$ cat src/rtl/sprite_evaluator_if.sv
// Scanline evaluator bus: start request, primary OAM read port, secondary OAM
// write port and scan results.
interface sprite_evaluator_if;
   logic        start;
   logic [7:0]  target_line;
   logic        tall_sprites;
   logic [5:0]  oam_read_addr;
   logic [31:0] oam_read_data;
   logic        sec_wr_en;
   logic [2:0]  sec_wr_addr;
   logic [31:0] sec_wr_data;
   logic [3:0]  sprite_count;
   logic        overflow;
   logic        sprite0_hit;
   logic        busy;
   logic        done;

   modport master (
      output start, target_line, tall_sprites, oam_read_data,
      input  oam_read_addr, sec_wr_en, sec_wr_addr, sec_wr_data,
             sprite_count, overflow, sprite0_hit, busy, done
   );

   modport slave (
      input  start, target_line, tall_sprites, oam_read_data,
      output oam_read_addr, sec_wr_en, sec_wr_addr, sec_wr_data,
             sprite_count, overflow, sprite0_hit, busy, done
   );
endinterface

$ cat src/rtl/sprite_evaluator.sv
// Scans primary OAM for sprites on one scanline and copies up to MAX_SPRITES
// hits into secondary OAM, flagging overflow and a sprite-0 hit.
module sprite_evaluator #(
   parameter int NUM_ENTRIES = 64,
   parameter int MAX_SPRITES = 8
) (
   input  logic              clk,
   input  logic              reset,
   sprite_evaluator_if.slave bus
);
   typedef enum logic [1:0] {
      IDLE   = 2'd0,
      SCAN   = 2'd1,
      FINISH = 2'd2
   } state_t;

   localparam logic [5:0] LAST_ADDR = 6'(NUM_ENTRIES - 1);
   localparam logic [3:0] MAX_CNT   = 4'(MAX_SPRITES);

   state_t      state_r;
   logic [7:0]  line_r;
   logic        tall_r;
   logic [5:0]  addr_r;
   logic        eval_valid_r;
   logic [5:0]  eval_idx_r;
   logic [3:0]  count_r;
   logic        overflow_r;
   logic        sprite0_r;
   logic        busy_r;
   logic        done_r;
   logic        wr_en_r;
   logic [2:0]  wr_addr_r;
   logic [31:0] wr_data_r;

   logic [8:0]  diff_s;
   logic [7:0]  height_s;
   logic        hit_s;
   logic        full_s;

   // Hit test on the entry returned this cycle; the 9-bit borrow rejects wrap.
   always_comb begin
      diff_s   = {1'b0, line_r} - {1'b0, bus.oam_read_data[31:24]};
      height_s = tall_r ? 8'd16 : 8'd8;
      if (eval_valid_r && !diff_s[8] && (diff_s[7:0] < height_s)) begin
         hit_s = 1'b1;
      end else begin
         hit_s = 1'b0;
      end
      full_s = (count_r == MAX_CNT);
   end

   // Scan sequencer, result collection and secondary OAM write port.
   always_ff @(posedge clk or posedge reset) begin
      if (reset) begin
         state_r      <= IDLE;
         line_r       <= 8'd0;
         tall_r       <= 1'b0;
         addr_r       <= 6'd0;
         eval_valid_r <= 1'b0;
         eval_idx_r   <= 6'd0;
         count_r      <= 4'd0;
         overflow_r   <= 1'b0;
         sprite0_r    <= 1'b0;
         busy_r       <= 1'b0;
         done_r       <= 1'b0;
         wr_en_r      <= 1'b0;
         wr_addr_r    <= 3'd0;
         wr_data_r    <= 32'd0;
      end else begin
         wr_en_r <= 1'b0;
         done_r  <= 1'b0;

         if (hit_s && !full_s) begin
            wr_en_r   <= 1'b1;
            wr_addr_r <= count_r[2:0];
            wr_data_r <= bus.oam_read_data;
            count_r   <= count_r + 4'd1;
            if (eval_idx_r == 6'd0) begin
               sprite0_r <= 1'b1;
            end
         end

         case (state_r)
            IDLE: begin
               eval_valid_r <= 1'b0;
               addr_r       <= 6'd0;
               // A start coinciding with done is deliberately dropped.
               if (bus.start && !done_r) begin
                  line_r     <= bus.target_line;
                  tall_r     <= bus.tall_sprites;
                  count_r    <= 4'd0;
                  overflow_r <= 1'b0;
                  sprite0_r  <= 1'b0;
                  busy_r     <= 1'b1;
                  state_r    <= SCAN;
               end
            end
            SCAN: begin
               eval_valid_r <= 1'b1;
               eval_idx_r   <= addr_r;
               if (addr_r == LAST_ADDR) begin
                  addr_r  <= 6'd0;
                  state_r <= FINISH;
               end else begin
                  addr_r <= addr_r + 6'd1;
               end
            end
            FINISH: begin
               eval_valid_r <= 1'b0;
               busy_r       <= 1'b0;
               done_r       <= 1'b1;
               state_r      <= IDLE;
            end
            default: begin
               eval_valid_r <= 1'b0;
               busy_r       <= 1'b0;
               addr_r       <= 6'd0;
               state_r      <= IDLE;
            end
         endcase

         // One hit too many ends the scan at once; later data is discarded.
         if (hit_s && full_s) begin
            overflow_r   <= 1'b1;
            eval_valid_r <= 1'b0;
            addr_r       <= 6'd0;
            busy_r       <= 1'b0;
            done_r       <= 1'b1;
            state_r      <= IDLE;
         end
      end
   end

   assign bus.oam_read_addr = addr_r;
   assign bus.sec_wr_en     = wr_en_r;
   assign bus.sec_wr_addr   = wr_addr_r;
   assign bus.sec_wr_data   = wr_data_r;
   assign bus.sprite_count  = count_r;
   assign bus.overflow      = overflow_r;
   assign bus.sprite0_hit   = sprite0_r;
   assign bus.busy          = busy_r;
   assign bus.done          = done_r;
endmodule

$ cat src/flat_wrapper.sv
// flat-port wrapper written by rule: the top's interface ports become plain ports
module sprite_evaluator_flat 
#(
   parameter int NUM_ENTRIES = 64,
   parameter int MAX_SPRITES = 8
)
  (clk, reset, bus_start, bus_target_line, bus_tall_sprites, bus_oam_read_data, bus_oam_read_addr, bus_sec_wr_en, bus_sec_wr_addr, bus_sec_wr_data, bus_sprite_count, bus_overflow, bus_sprite0_hit, bus_busy, bus_done);
  sprite_evaluator_if bus_i ();
  input  logic clk;
  input  logic reset;
  input wire logic [$bits(bus_i.start)-1:0] bus_start;
  input wire logic [$bits(bus_i.target_line)-1:0] bus_target_line;
  input wire logic [$bits(bus_i.tall_sprites)-1:0] bus_tall_sprites;
  input wire logic [$bits(bus_i.oam_read_data)-1:0] bus_oam_read_data;
  output wire logic [$bits(bus_i.oam_read_addr)-1:0] bus_oam_read_addr;
  output wire logic [$bits(bus_i.sec_wr_en)-1:0] bus_sec_wr_en;
  output wire logic [$bits(bus_i.sec_wr_addr)-1:0] bus_sec_wr_addr;
  output wire logic [$bits(bus_i.sec_wr_data)-1:0] bus_sec_wr_data;
  output wire logic [$bits(bus_i.sprite_count)-1:0] bus_sprite_count;
  output wire logic [$bits(bus_i.overflow)-1:0] bus_overflow;
  output wire logic [$bits(bus_i.sprite0_hit)-1:0] bus_sprite0_hit;
  output wire logic [$bits(bus_i.busy)-1:0] bus_busy;
  output wire logic [$bits(bus_i.done)-1:0] bus_done;
  assign bus_i.start = bus_start;
  assign bus_i.target_line = bus_target_line;
  assign bus_i.tall_sprites = bus_tall_sprites;
  assign bus_i.oam_read_data = bus_oam_read_data;
  assign bus_oam_read_addr = bus_i.oam_read_addr;
  assign bus_sec_wr_en = bus_i.sec_wr_en;
  assign bus_sec_wr_addr = bus_i.sec_wr_addr;
  assign bus_sec_wr_data = bus_i.sec_wr_data;
  assign bus_sprite_count = bus_i.sprite_count;
  assign bus_overflow = bus_i.overflow;
  assign bus_sprite0_hit = bus_i.sprite0_hit;
  assign bus_busy = bus_i.busy;
  assign bus_done = bus_i.done;
  sprite_evaluator #(.NUM_ENTRIES(NUM_ENTRIES), .MAX_SPRITES(MAX_SPRITES)) u_core (.clk(clk), .reset(reset), .bus(bus_i));
endmodule
$ cat config.mk
export PLATFORM = sky130hd
export DESIGN_NAME = sprite_evaluator_flat
export DESIGN_NICKNAME = d
export VERILOG_FILES = /design/src/rtl/sprite_evaluator_if.sv /design/src/rtl/sprite_evaluator.sv /design/src/flat_wrapper.sv
export SDC_FILE = /design/constraint.sdc
export NUM_CORES = 1
export LEC_CHECK = 0
export BUFFER_PORTS_ARGS = -buffer_cell sky130_fd_sc_hd__buf_2
export CAP_MARGIN = 20
export CORE_MARGIN = 5
export CORE_UTILIZATION = 48
export CTS_BUF_LIST = sky130_fd_sc_hd__clkbuf_4 sky130_fd_sc_hd__clkbuf_8
export CTS_CLUSTER_SIZE = 8
export DETAILED_ROUTE_END_ITERATION = 10
export GPL_TIMING_DRIVEN = 0
export PLACE_DENSITY = 0.84
export SYNTH_ARGS = -nofsm -noshare
export SYNTH_HDL_FRONTEND = slang
export SYNTH_SLANG_ARGS = --single-unit
$ cat constraint.sdc
create_clock -name clk -period 2.93 [get_ports clk]
set_input_delay 0.586 -clock clk [delete_from_list [all_inputs] [get_ports clk]]
set_output_delay 0.586 -clock clk [all_outputs]
set_load 0.02 [all_outputs]
---- Yosys cells after proc, flatten, opt, wreduce, memory -nomap -nowiden ----
Index checks and enable logic that the tools add are counted.
word-level totals
  register bits ........................... 68
  bits in latches ......................... 0
  bits in writable memories ............... 0
  memory bits (read-only) ................. 0
  input bits .............................. 44
  output and inout port bits .............. 50
  memories kept ........................... 0
operators by class
  add/sub/neg operators ................... 3
  $mul .................................... 0
  divide/modulo/power cells ............... 0
  magnitude comparators ................... 1
  equality and inequality tests ........... 8
  shift-type cells ........................ 0
  muxes and demuxes ....................... 27
  bitwise logic cells ..................... 0
  reductions and logical operators ........ 16
operators with widths
  kind                   number
  $mux W1                15
  $mux W4                3
  $mux W6                2
  $pmux W6 S2            1
  $sub A8 B8 Y9          1
  $lt A8 B8 Y1           1
  $reduce_and A2 Y1      4
  $add A6 B1 Y6 const B  1
  $eq A6 B6 Y1 const B   1
  $logic_not A6 Y1       1
  $mux W2                3
  $ne A3 B1 Y1 const B   2
  $logic_and A1 B1 Y1    5
  $mux W5                1
  $add A4 B1 Y4 const B  1
  $eq A4 B4 Y1 const B   1
  $ne A2 B1 Y1 const B   2
  $pmux W2 S2            1
  $reduce_bool A2 Y1     2
  $logic_not A1 Y1       3
  $eq A2 B1 Y1 const B   1
  $eq A2 B2 Y1 const B   1
  $logic_not A2 Y1       1
  $pmux W1 S2            1

---- Logic depth before layout (Yosys ltp) ----
Gate-level depths: netlist (run 1).
  depth in word-level cells ............... 9
  depth in mapped cells ................... 14
  mapped depth without buffers ............ 12

---- Worst setup path after synthesis (run 1) ----
Ideal clock, no wire load.
  kind .................................... input port to flip-flop
  start ................................... input port bus_oam_read_data[26]
  end ..................................... register u_core.wr_data_r[17], in the netlist u_core.bus.sec_wr_data[17]
  arrival time ............................ 3.129 ns
  data required time ...................... 2.805 ns
  slack ................................... -0.324 ns
  stages on the path ...................... 14
  cells stage by stage .................... inv_1 > ha_1 > nand2_1 > o21ai_2 > a21oi_1 > xnor2_1 > ha_1 > nor3b_1 > o211ai_1 > or4_4 > inv_2 > buf_12 > buf_12 > mux2_4
between the ends
  word-level cells in the longest chain between the ends .. 6
  elaborated cells on any way between the ends .. 7
  classes of those cells .................. 1 x add/sub; 1 x order compare; 1 x mux; 4 x reduce/logical
RTL lines
  item                                                  RTL line                source
  start: declaration                                    flat_wrapper.sv:14      input wire logic [$bits(bus_i.oam_read_data)-1:0] bus_oam_read_data;
  $sub A8 B8 Y9 (*)                                     sprite_evaluator.sv:42  diff_s = {1'b0, line_r} - {1'b0, bus.oam_read_data[31:24]};
  branches (longest 2 deep; another with $lt A8 B8 Y1)  n/a
  $logic_and A1 B1 Y1 (*)                               sprite_evaluator.sv:44  if (eval_valid_r && !diff_s[8] && (diff_s[7:0] < height_s)) begin
  $mux W1 (*)                                           sprite_evaluator.sv:44
  $logic_and A1 B1 Y1 (*)                               sprite_evaluator.sv:73  if (hit_s && !full_s) begin
  end signal: assignment                                sprite_evaluator.sv:76  wr_data_r <= bus.oam_read_data;
  end: declaration                                      sprite_evaluator.sv:33  logic [31:0] wr_data_r;
Every way passes the cells marked *.
A chain may end at the register's enable or synchronous reset.

---- Worst setup path in the final report (run 1) ----
  start ................................... register u_core.line_r[2]
  end ..................................... register u_core.wr_data_r[20], in the netlist u_core.bus.sec_wr_data[20]
between the ends
  word-level cells in the longest chain between the ends .. 6
  elaborated cells on any way between the ends .. 7
  classes of those cells .................. 1 x add/sub; 1 x order compare; 1 x mux; 4 x reduce/logical
RTL lines
  item                                                  RTL line                source
  start: declaration                                    sprite_evaluator.sv:21  logic [7:0] line_r;
  start signal: assignment                              sprite_evaluator.sv:89  line_r <= bus.target_line;
  $sub A8 B8 Y9 (*)                                     sprite_evaluator.sv:42
  branches (longest 2 deep; another with $lt A8 B8 Y1)  n/a
  $logic_and A1 B1 Y1 (*)                               sprite_evaluator.sv:44
  $mux W1 (*)                                           sprite_evaluator.sv:44
  $logic_and A1 B1 Y1 (*)                               sprite_evaluator.sv:73
Marked as above.

==> results of run 1 <==
## through the flow
stage	total power, W	TNS [ns]	utilization
5_1_grt	0.004534	-3.902	0.6548
4_1_cts	0.004281	-0.4907	0.6494
6_report	0.004255	-0.3089	0.6548
2_1_floorplan	0.002783	-3.317	-
3_5_place_dp	0.003287	-19.50	0.5998
3_3_place_gp	0.003218	-24.37	0.5967
## layout make-up
class                           instances  area share
Sequential cell                        68      0.4024
Clock inverter                          3     0.01627
Timing Repair Buffer                  101      0.1352
Inverter                               13     0.01391
Tap cell                               77     0.02278
Clock buffer                           13     0.03935
Buffer                                 10     0.02160
Multi-Input combinational cell        186      0.3485
## flip-flops by register name, indices dropped and copies added (netlist names), 2 cells and up
name,count
u_core.bus.sec_wr_addr,3
u_core.bus.oam_read_addr,6
u_core.line_r,8
u_core.state_r,2
u_core.eval_idx_r,6
u_core.bus.sec_wr_data,32
u_core.bus.sprite_count,4
## synthesized netlist by cell type, drive strengths merged (2+ instances only)
master / n / area share
nor2b: 4 / 0.0085
dfrtp: 68 / 0.53
nand3b: 2 / 0.0047
mux2i: 4 / 0.012
clkbuf: 6 / 0.0070
or4: 2 / 0.0058
nor2: 9 / 0.010
ha: 11 / 0.043
nand2b: 7 / 0.014
nor3b: 3 / 0.0070
nand3: 3 / 0.0047
mux2: 34 / 0.14
or4b: 2 / 0.0062
o211ai: 2 / 0.0047
xnor2: 4 / 0.011
o21ai: 6 / 0.010
nor4: 4 / 0.0078
a21oi: 12 / 0.023
buf: 4 / 0.021
nand2: 56 / 0.065
nor4b: 4 / 0.011
a22o: 2 / 0.0054
inv: 13 / 0.015
## worst paths after layout
path,start,to,slack (ns),cells past startpoint
worst max-delay path,u_core.line_r[2]$_DFFE_PP0P_,u_core.bus.sec_wr_data[20]$_DFFE_PP0P_,-0.03,13
worst min-delay path,reset,u_core.bus.sec_wr_data[7]$_DFFE_PP0P_,0.35,2
worst max register to register,u_core.line_r[2]$_DFFE_PP0P_,u_core.bus.sec_wr_data[20]$_DFFE_PP0P_,-0.03,13
worst min register to register,u_core.eval_idx_r[0]$_DFFE_PP0N_,u_core.eval_idx_r[0]$_DFFE_PP0N_,0.48,2
max in group asynchronous,reset,u_core.bus.sec_wr_data[1]$_DFFE_PP0P_,1.94,3
min in group clk,bus_target_line[6],u_core.line_r[6]$_DFFE_PP0P_,0.44,3
## cell families after synthesis
kind of cell    Yosys count  synth area share
flops                    68            0.5279
fa+ha+maj                11           0.04270
buf+inv                  23           0.04309
compound gates           33           0.07260
simple gates            100            0.1529
xor+xnor                  4           0.01087
mux                      38            0.1498
## power groups by stage
stage | sequential, W | clock (W) | combinational [W]
after floorplan | 0.00183 | 0 | 0.000953
after global placement | 0.00151 | 0 | 0.00171
after detailed placement | 0.00153 | 0 | 0.00176
after CTS | 0.00152 | 0.000906 | 0.00186
after global routing | 0.00157 | 0.000955 | 0.00201
final | 0.00152 | 0.000878 | 0.00186
## critical path: cells and delay by family, from the launching register on
family / cells / cell delay [ns]
multiplexers: 1 / 0.29
AND/OR/NAND/NOR: 2 / 0.71
adder cells (fa/ha/maj): 2 / 0.45
XOR/XNOR: 1 / 0.09
AO/OA/AOI/OAI: 4 / 0.51
flip-flops: 1 / 0.41
buffers and inverters: 3 / 0.36
## layer usage
layer / global-route usage / up-vias / wire, um
li1: - / 1184 / -
met1: 0.2032 / 1207 / 2817
met2: 0.2956 / 71 / 3450
met3: 0.05728 / 12 / 439
met4: 0.07426 / 0 / 135
met5: 0 / - / 0
## layout by cell type (no fill, tap or decap), types with 2 or more instances in the layout
cell       synthesis  routed
o211ai_1           2       2
ha_1              11       8
mux2_2            18      11
nor4_1             4       3
buf_12             3       5
ha_4               0       2
nand3_1            3       3
or4b_2             2       2
dfrtp_1           68      68
nor4b_1            4       4
xnor2_1            4       4
mux2_4            16      23
nand2b_1           7       7
a21oi_4            1       2
mux2i_1            4       4
clkbuf_1           6       5
a21oi_1           10       9
a22o_1             2       2
nor2_1             9       9
o21ai_0            5       5
nor2b_1            3       3
inv_1             12       9
bufinv_16          0       2
inv_2              1       2
nor3b_1            3       2
clkbuf_8           0      11
clkbuf_4           0       2
nand2_1           56      55
nand3b_1           2       2
buf_2              0      93
buf_4              1       5
## what timing repair did
item	CTS	global route
setup endpoints to repair	44	46
pin swaps	3	1
gates cloned	0	1
gates resized for setup	8	2
setup buffers	6	0
==> summary.txt, run 1 <==
Place
  – PortBufs: 93
  – DP HPWL: between 5 and 6 mm
  – Setup WS pre-CTS: -0.4878 ns
  – Post-DP Area: around 3900 um2
  – # placed instances: between 400 and 500
  – Gp weighted congestion: 0.8565

Floorplan
  – Core ar.: roughly 6500 um2
  – DIE AREA: between 8000 and 9000 um2
  – Die Wd: a little over 90 um
  – Height of the die: 91.95 um
  – Placement Rows: 29
  – Initial Util: 0.4990
  – Num ports: 94

Clock network
  – CTS tree: built
  – Clock latency on the worst-skew pair: between 0.3 and 0.4 ns
  – CTS Root Buffer Type: clkbuf_8
  – Clk buf depth: 2
  – H-tree levels: 3
  – Num CTS Buffers: 9
  – Post-CTS Hold Buffers: 0
  – CTS clk-pin slew, worst paths: ~0.070 ns
  – Clock sinks: between 60 and 70

Run status
  – Outcome: finished, violations left
  – Failing checks: negative setup slack

Finish
  – Design area: 4229 um2
  – Synthesis-to-layout area growth: 31.21%
  – Final cell count without fillers: about 470
  – Final #Nets: around 440
  – Diode count: 0
  – Share of cells above drive strength 1: 0.4442
  – Area of the multi-input gates: 1474 um2
  – FILL cells: 530
  – Storage element area: around 1700 um2

Drt
  – Post-DRT Antenna Nets: 0
  – Vias/cell: roughly 5.3
  – First-pass iteration count of the detailed router: 4
  – DRC viols: 0
  – DR WL/cell: around 15 um
  – Initial DRC Count: 70
  – WL final: approximately 7 mm
  – Via total after detailed routing: 2474

Critical path
  – Critical Path AT: 3.18 ns
  – Delay of the slowest cell on the worst path: approximately 0.53 ns
  – Crit-path slowest cell: or4_4
  – Crit-path cells: ha_4 > a21oi_4 > o21ai_4 > a21oi_2 > xnor2_1 > ha_2 > nor3b_2 > o211ai_1 > or4_4 > inv_4 > buf_12 > clkbuf_16 > mux2_4
  – CP required: 3.15 ns
  – Critical setup path kind: reg2reg
  – Crit-path max FO: 5
  – CP endpoint kind: flop
  – CP startpoint kind: flop

Global routing
  – Vias in the first global route: 2550
  – Total GRT Usage: 0.1745
  – Initial antenna violation count: 0
  – Pin count of the biggest net entering global routing: 38
  – Global-route wire length before repair: roughly 12 mm
  – Total grt overflow: 0

STA
  – Worst hold slack: roughly 0.35 ns
  – Slew @ Worst Pin: between 0.6 and 0.7 ns
  – Final period util: 1.009
  – Slew headroom: 0.5409
  – Final Skew: around 0.0086 ns
  – Setup Viol. Count Final: 21
  – Post-layout minimum cycle time: between 2 and 3 ns
  – Fmax: 338.3 MHz
  – Fin. max-slew vios: 0
  – RSZ-0062 raised after global routing: true
  – Setup ws final: -0.02562 ns
  – Final Hold Vio Count: 0

Pwr
  – Clock network fraction of design power: 0.206
  – Pwr/cell area: slightly above 1000 nW/um2
  – Psw: around 0.0015 W
  – P_leak: 2.170 nW
  – Sw Ratio: 0.3601
  – Combinational fraction of design power: 0.436
  – Worst vdd ir: ~520 uV
  – Seq pwr share: 0.358
  – Internal cell power: about 0.0027 W

Min path
  – Min-Delay Path Class: in2async

Yosys
  – #FFs+latches synth: between 60 and 70
  – Count of cell types in the netlist: between 40 and 50
  – Number of synthesized flops with an enable pin: 0
  – Netlist Area Pre-Place: around 3200 um2
  – Post-synthesis sequential area ratio: 0.5280
  – Yosys warns: 0
  – Ys flop type: dfrtp_1
  – FFs w/ async S/R, synth: 1.000
  – Post-Syn Instances: 277
  – Post-Syn Nets: around 330
  – Mean Syn Cell Area: approximately 12 um2

Flow run
  – Total of max-cap violations: 0
(Power assumes the default switching activity.)
==> inputs of run 2 (changes only) <==
--- a/config.mk
+++ b/config.mk
@@ -8,12 +8,12 @@
 export BUFFER_PORTS_ARGS = -buffer_cell sky130_fd_sc_hd__buf_2
 export CAP_MARGIN = 20
 export CORE_MARGIN = 5
-export CORE_UTILIZATION = 48
+export CORE_UTILIZATION = 50
 export CTS_BUF_LIST = sky130_fd_sc_hd__clkbuf_4 sky130_fd_sc_hd__clkbuf_8
 export CTS_CLUSTER_SIZE = 8
 export DETAILED_ROUTE_END_ITERATION = 10
 export GPL_TIMING_DRIVEN = 0
-export PLACE_DENSITY = 0.84
+export PLACE_DENSITY = 0.83
 export SYNTH_ARGS = -nofsm -noshare
 export SYNTH_HDL_FRONTEND = slang
 export SYNTH_SLANG_ARGS = --single-unit
==> constraint.sdc (replaced) <==
create_clock -name clk -period 3.71 [get_ports clk]
set_input_delay 0.742 -clock clk [delete_from_list [all_inputs] [get_ports clk]]
set_output_delay 0.742 -clock clk [all_outputs]
set_load 0.02 [all_outputs]
==> run 2 against run 1 <==
Effect of this change:
- the run now ends clean
- clock power shrank 41%
- register-to-register slack gained 0.48 ns
- total power decreased by 29%
- cell area down 6.1%
- non-clock buffer count is 7 lower
- worst hold slack improved by 0.081 ns
- sequential cell count did not move
- worst setup slack gained 0.35 ns
- die area down 3.6%
==> summary.txt, run 2 (same netlist as run 1, synthesis figures left out) <==
Finish
  – Commonest non-fill, non-tap cell in the layout: buf_2
  – Share of cells above drive strength 1: 0.4083 (-0.03589)
  – Layout Utilization: 0.6292 (-0.02557)
  – Synthesis-to-layout area growth: 23.25%
  – Area of the multi-input gates: 1383 um2 (-6.2%)
  – Commonest non-fill, non-tap cells in the layout: buf_2 (93), dfrtp_1 (68), nand2_1 (56), mux2_2 (18), mux2_4 (16)
  – Final #Nets: 437 (-1.6%)
  – Design area: 3973 um2 (-6.1%)
  – FILL cells: 561 (+5.8%)
  – Max reg flops: 32 (unchanged)
  – Diode count: 0 (unchanged)
  – Storage element area: 1702 um2 (unchanged)

Critical path
  – Crit-path cells: buf_2 > inv_1 > ha_1 > nand2_1 > o21ai_2 > a21oi_1 > xnor2_1 > ha_1 > nor3b_1 > o211ai_1 > or4_4 > inv_2 > buf_12 > buf_12 > mux2_4
  – CP startpoint kind: primary input
  – RR Endpoint: u_core.bus.sec_wr_data[21]$_DFFE_PP0P_
  – CP required: 3.93 ns (+0.78 ns)
  – Critical Path AT: 3.60 ns (+0.42 ns)
  – Worst setup path end: u_core.bus.sec_wr_data[21]$_DFFE_PP0P_
  – Delay of the slowest cell on the worst path: 0.51 ns (-0.02 ns)
  – Worst r2r path cells: 13 (unchanged)
  – Crit-path slowest cell: or4_4
  – FF-to-FF Start: u_core.line_r[2]$_DFFE_PP0P_
  – Critical setup path kind: in2reg
  – Flop2flop setup slack: 0.45 ns (+0.48 ns)
  – Crit-path max FO: 10 (+5)
  – CP endpoint kind: flop
  – Setup crit start: bus_oam_read_data[26]

Drt
  – DRC viols: 0 (unchanged)
  – WL final: 6.597 mm (-3.6%)
  – Via total after detailed routing: 2400 (-3.0%)
  – Post-DRT Antenna Nets: 0 (unchanged)
  – Initial DRC Count: 73 (+4.3%)
  – First-pass iteration count of the detailed router: 4 (unchanged)
  – Vias/cell: 5.172 (-1.5%)
  – DR WL/cell: 14.22 um (-2.1%)

Global routing
  – Total grt overflow: 0 (unchanged)
  – Gr busiest metal: met2
  – Initial antenna violation count: 0 (unchanged)
  – Vias in the first global route: 2534 (-0.63%)
  – GR Layer Usage met1: 0.2068 (+0.003656)
  – Pin count of the biggest net entering global routing: 46 (+21%)
  – Met2 Use GR: 0.2982 (+0.002550)
  – Met3 Resource Use GR: 0.03417 (-0.02312)
  – Global-route wire length before repair: 11.56 mm (-2.0%)
  – Total GRT Usage: 0.1714 (-0.003124)

Clock network
  – Clock latency on the worst-skew pair: 0.34 ns (about the same)
  – Clock sinks: 68 (unchanged)
  – CTS tree: built
  – Post-cts sizing count: 0 (-8)
  – CTS Root Buffer Type: clkbuf_8
  – Postcts setup bufs: 0 (-6)
  – H-tree levels: 3 (unchanged)
  – Clk buf depth: 2 (unchanged)
  – Post-CTS Hold Buffers: 0 (unchanged)
  – CTS clk-pin slew, worst paths: 0.07 ns (about the same)
  – Num CTS Buffers: 9 (unchanged)

STA
  – Fmax: 295.7 MHz
  – Final Hold Vio Count: 0 (unchanged)
  – Slew headroom: 0.6200 (+0.07902)
  – Setup TNS: 0 ns (+0.3089 ns)
  – Fin. max-slew vios: 0 (unchanged)
  – Slew @ Worst Pin: 0.5649 ns (-0.1227 ns)
  – Final period util: 0.9114
  – RSZ-0062 raised after global routing: false
  – Final Skew: 0.002981 ns (-0.005657 ns)
  – Setup Viol. Count Final: 0 (-100%)
  – Post-layout minimum cycle time: around 3.4 ns

Floorplan
  – Placement Rows: 29 (unchanged)
  – Die Wd: 90.29 um (-1.8%)
  – Initial Util: 0.5105 (+0.01147)
  – DIE AREA: 8152 um2 (-3.6%)
  – Height of the die: 90.29 um (-1.8%)
  – Core ar.: 6314 um2 (-2.2%)
  – Num ports: 94 (unchanged)

Place
  – Post-DP Area: 3805 um2 (-1.8%)
  – DP HPWL: 5.025 mm (-1.3%)
  – Gp weighted congestion: 0.8427 (-1.6%)
  – PortBufs: 93 (unchanged)

Pwr
  – P_leak: 2.061 nW (-5.0%)
  – Pwr/cell area: 763.1 nW/um2 (-24%)
  – Worst vdd ir: 448.3 uV (-14%)

Min path
  – Min-Delay Path Class: in2async

Run status
  – Outcome: complete, no violations

Flow run
  – Total of max-cap violations: 0 (unchanged)
==> run 2: final cells by class <==
cell class / count / area share
Sequential cell: 68 / 0.4283
Multi-Input combinational cell: 186 / 0.3480
Timing Repair Buffer: 94 / 0.1222
Clock buffer: 9 / 0.03118
Tap cell: 77 / 0.02425
Buffer: 10 / 0.02268
Inverter: 13 / 0.01228
Clock inverter: 7 / 0.01102
==> run 2: worst min path at each step <==
| stage | startpoint | endpoint | cells after the start | slack [ns] |
|---|---|---|---|---|
| 2_1_floorplan | u_core.eval_idx_r[2]$_DFFE_PP0N_ | u_core.eval_idx_r[2]$_DFFE_PP0N_ | 2 | 0.44 |
| 3_3_place_gp | u_core.eval_idx_r[2]$_DFFE_PP0N_ | u_core.eval_idx_r[2]$_DFFE_PP0N_ | 2 | 0.45 |
| 3_5_place_dp | u_core.eval_idx_r[0]$_DFFE_PP0N_ | u_core.eval_idx_r[0]$_DFFE_PP0N_ | 2 | 0.47 |
| 4_1_cts | reset | u_core.bus.sec_wr_data[21]$_DFFE_PP0P_ | 2 | 0.44 |
| 5_1_grt | reset | u_core.bus.sec_wr_data[20]$_DFFE_PP0P_ | 2 | 0.48 |
| 6_report | reset | u_core.bus.sec_wr_data[21]$_DFFE_PP0P_ | 2 | 0.43 |
==> run 2: where the power goes <==
part           total, W  internal (W)  switching (W)
clock network  0.000517      0.000238       0.000279
registers       0.00119       0.00101       0.000181
logic           0.00132      0.000608       0.000712
total           0.00303       0.00186        0.00117
==> run 2: worst max-delay path: cells and delay by family <==
kind                       cells  cell delay [ns]
AOI/OAI and AO/OA              3             0.56
xor gates and xnor gates       1             0.14
adders and majority gates      2             0.47
buffers and inverters          5             0.51
muxes                          1             0.30
and+or+nand+nor                3             0.86
==> run 2: per-stage QoR <==
stage          std cells  total power (W)  hold slack (ns)  setup slack, ns
3_3_place_gp         447         0.002494           0.4531         0.001740
2_1_floorplan        277         0.002151           0.4376           0.2997
6_report             464         0.003031           0.4333           0.3287
4_1_cts              464         0.003077           0.4367           0.3256
5_1_grt              464         0.003253           0.4762           0.1197
3_5_place_dp         448         0.002544           0.4674         -0.03989
==> run 2: routing by layer <==
layer / vias to the layer above / wire (um)
li1: 1168 / -
met1: 1143 / 2765
met2: 79 / 3347
met3: 10 / 396
met4: 0 / 87
met5: - / 0
==> inputs of run 3 (changes only) <==
--- a/config.mk
+++ b/config.mk
@@ -7,13 +7,15 @@
 export LEC_CHECK = 0
 export BUFFER_PORTS_ARGS = -buffer_cell sky130_fd_sc_hd__buf_2
 export CAP_MARGIN = 20
+export CELL_PAD_IN_SITES_DETAIL_PLACEMENT = 1
+export CELL_PAD_IN_SITES_GLOBAL_PLACEMENT = 2
 export CORE_MARGIN = 5
-export CORE_UTILIZATION = 50
+export CORE_UTILIZATION = 36
 export CTS_BUF_LIST = sky130_fd_sc_hd__clkbuf_4 sky130_fd_sc_hd__clkbuf_8
 export CTS_CLUSTER_SIZE = 8
 export DETAILED_ROUTE_END_ITERATION = 10
 export GPL_TIMING_DRIVEN = 0
-export PLACE_DENSITY = 0.83
+export PLACE_DENSITY = 0.92
 export SYNTH_ARGS = -nofsm -noshare
 export SYNTH_HDL_FRONTEND = slang
 export SYNTH_SLANG_ARGS = --single-unit
==> run 3 against run 2 <==
Effect of this change:
- maximum frequency shrank 0.92%
- global-route usage down 2.4 points
- worst hold slack improved by 0.041 ns
- critical path depth did not move
- via count is 0.96% higher
- total power rose by 4.0%
- sequential share of layout area down 0.52 points
- clock power is 19% higher
==> summary.txt, run 3 (same netlist as run 1, synthesis figures left out) <==
Clock network
  – Post-CTS Hold Buffers: 0 (unchanged)
  – CTS clk-pin slew, worst paths: 0.07 ns (about the same)
  – Clk buf depth: 2 (unchanged)
  – CTS tree: built
  – H-tree levels: 3 (unchanged)
  – Num CTS Buffers: 9 (unchanged)
  – Clock latency on the worst-skew pair: 0.34 ns (about the same)
  – Post-cts sizing count: 0 (unchanged)
  – Postcts setup bufs: 0 (unchanged)
  – CTS Root Buffer Type: clkbuf_8
  – Clock sinks: 68 (unchanged)

Finish
  – Final #Nets: 436 (-0.23%)
  – Area of the multi-input gates: 1383 um2 (unchanged)
  – Diode count: 0 (unchanged)
  – Max reg flops: 32 (unchanged)
  – Layout Utilization: 0.4611 (-0.1681)
  – Share of cells above drive strength 1: 0.4052 (-0.003074)
  – Storage element area: 1702 um2 (unchanged)
  – Commonest non-fill, non-tap cell in the layout: buf_2
  – Final cell count without fillers: 493 (+6.3%)
  – Design area: 4021 um2 (+1.2%)
  – FILL cells: 989 (+76%)
  – Commonest non-fill, non-tap cells in the layout: buf_2 (93), dfrtp_1 (68), nand2_1 (56), mux2_2 (18), mux2_4 (16)
  – Synthesis-to-layout area growth: 24.77%

STA
  – Slew @ Worst Pin: 0.8539 ns (+0.2890 ns)
  – Fin. max-slew vios: 0 (unchanged)
  – Post-layout minimum cycle time: 3.413 ns (+0.03124 ns)
  – Setup Viol. Count Final: 0 (unchanged)
  – RSZ-0062 raised after global routing: false
  – Fmax: 293.0 MHz (-0.92%)
  – Slew headroom: 0.4308 (-0.1892)
  – Final Skew: 0.01063 ns (+0.007648 ns)
  – Final period util: 0.9198 (+0.008421)
  – Setup ws final: 0.2974 ns (-0.03124 ns)
  – Final Hold Vio Count: 0 (unchanged)

Place
  – Post-DP Area: 3826 um2 (+0.56%)
  – PortBufs: 93 (unchanged)
  – DP HPWL: 5.734 mm (+14%)
  – Gp weighted congestion: 0.7566 (-10%)
  – # placed instances: 478 (+6.7%)
  – Setup WS pre-CTS: -0.08033 ns (-0.04044 ns)

Critical path
  – CP endpoint kind: flop
  – CP bufs+invs: 5 (unchanged)
  – Crit-path max FO: 10 (unchanged)
  – Critical setup path kind: in2reg
  – CP startpoint kind: primary input
  – CP required: 3.93 ns (about the same)
  – Critical Path AT: 3.63 ns (+0.03 ns)
  – Crit-path slowest cell: or4_4
  – CP delay by family, top: simple AND/OR/NAND/NOR gates
  – Delay of the slowest cell on the worst path: 0.51 ns (about the same)
  – Crit-path cells: buf_2 > inv_1 > ha_1 > a21oi_2 > o21ai_2 > a21oi_1 > xnor2_1 > ha_1 > nor3b_1 > o211ai_1 > or4_4 > inv_2 > buf_12 > buf_12 > mux2_4

Floorplan
  – Initial Util: 0.3696 (-0.1409)
  – Die Wd: 104.6 um (+16%)
  – Height of the die: 104.6 um (+16%)
  – Num ports: 94 (unchanged)
  – DIE AREA: 10950 um2 (+34%)
  – Placement Rows: 34 (+17%)
  – Core ar.: 8721 um2 (+38%)

Drt
  – Via total after detailed routing: 2423 (+0.96%)
  – Post-DRT Antenna Nets: 0 (unchanged)
  – First-pass iteration count of the detailed router: 4 (unchanged)
  – DR WL/cell: 15.75 um (+11%)
  – Initial DRC Count: 96 (+32%)
  – DRC viols: 0 (unchanged)
  – Vias/cell: 4.915 (-5.0%)
  – WL final: 7.763 mm (+18%)

Pwr
  – Clock network fraction of design power: 0.195 (+0.024)
  – Internal cell power: 0.001969 W (+6.0%)
  – Sw Ratio: 0.3755 (-0.01143)
  – Pwr/cell area: 784.1 nW/um2 (+2.8%)
  – Total Power: 0.003153 W (+4.0%)
  – Seq pwr share: 0.380 (-0.014)
  – Psw: 0.001184 W (+0.94%)
  – Worst vdd ir: 362.1 uV (-19%)
  – P_leak: 2.071 nW (+0.48%)
  – Combinational fraction of design power: 0.425 (-0.010)

Run status
  – Outcome: complete, no violations

Global routing
  – Total grt overflow: 0 (unchanged)
  – Total GRT Usage: 0.1471 (-0.02429)
  – Pin count of the biggest net entering global routing: 69 (+50%)
  – Global-route wire length before repair: 13.11 mm (+13%)
  – Initial antenna violation count: 0 (unchanged)
  – Vias in the first global route: 2743 (+8.2%)

Flow run
  – Total of max-cap violations: 0 (unchanged)

Min path
  – Min-Delay Path Class: reg2reg
==> run 3: power groups by stage <==
stage	registers [W]	logic [W]	clock network (W)
global route	0.00124	0.00146	0.000668
global placement	0.00120	0.00132	0
CTS	0.00120	0.00137	0.000636
finish	0.00120	0.00134	0.000614
detailed placement	0.00121	0.00136	0
floorplan	0.00144	0.000710	0
==> run 3: worst min-delay path, cell delays in order, from the launching register on <==
cell and delay (ns):
dfrtp_1 0.34, nand2_1 0.05, nand2_1 0.05
==> run 3: cell type report <==
cell class	count	share of cell area
tap	108	0.03360
timing repair buffer	93	0.1157
clock inverter	2	0.008712
sequential	68	0.4231
inverter	13	0.01276
clock buffer	13	0.03983
multi-input combinational	186	0.3438
buffer	10	0.02240
==> run 3: final timing paths <==
check | end | slack (ns) | start | cells after the start
worst max-delay path | u_core.bus.sec_wr_data[20]$_DFFE_PP0P_ | 0.30 | bus_oam_read_data[26] | 15
worst min-delay path | u_core.eval_idx_r[2]$_DFFE_PP0N_ | 0.47 | u_core.eval_idx_r[2]$_DFFE_PP0N_ | 2
worst max register to register | u_core.bus.sec_wr_data[20]$_DFFE_PP0P_ | 0.44 | u_core.line_r[2]$_DFFE_PP0P_ | 13
worst min register to register | u_core.eval_idx_r[2]$_DFFE_PP0N_ | 0.47 | u_core.eval_idx_r[2]$_DFFE_PP0N_ | 2
max in group asynchronous | u_core.bus.sec_wr_data[27]$_DFFE_PP0P_ | 2.58 | reset | 2
min in group asynchronous | u_core.bus.sec_wr_data[4]$_DFFE_PP0P_ | 0.58 | reset | 2
==> run 3: stage by stage <==
step	TNS, ns	hold WS [ns]
2_1_floorplan	0	0.4376
6_report	0	0.4741
4_1_cts	0	0.4783
3_5_place_dp	-1.303	0.4595
3_3_place_gp	-0.3845	0.4570
5_1_grt	0	0.5088
==> run 3: metal layers <==
layer / wire, um / part of all wire / up-vias / global-route usage
met2: 4027 / 0.52 / 55 / 0.2620
li1: - / - / 1160 / -
met3: 451 / 0.058 / 7 / 0.05117
met5: 0 / 0 / - / 0
met1: 3203 / 0.41 / 1201 / 0.1673
met4: 80 / 0.010 / 0 / 0.04018
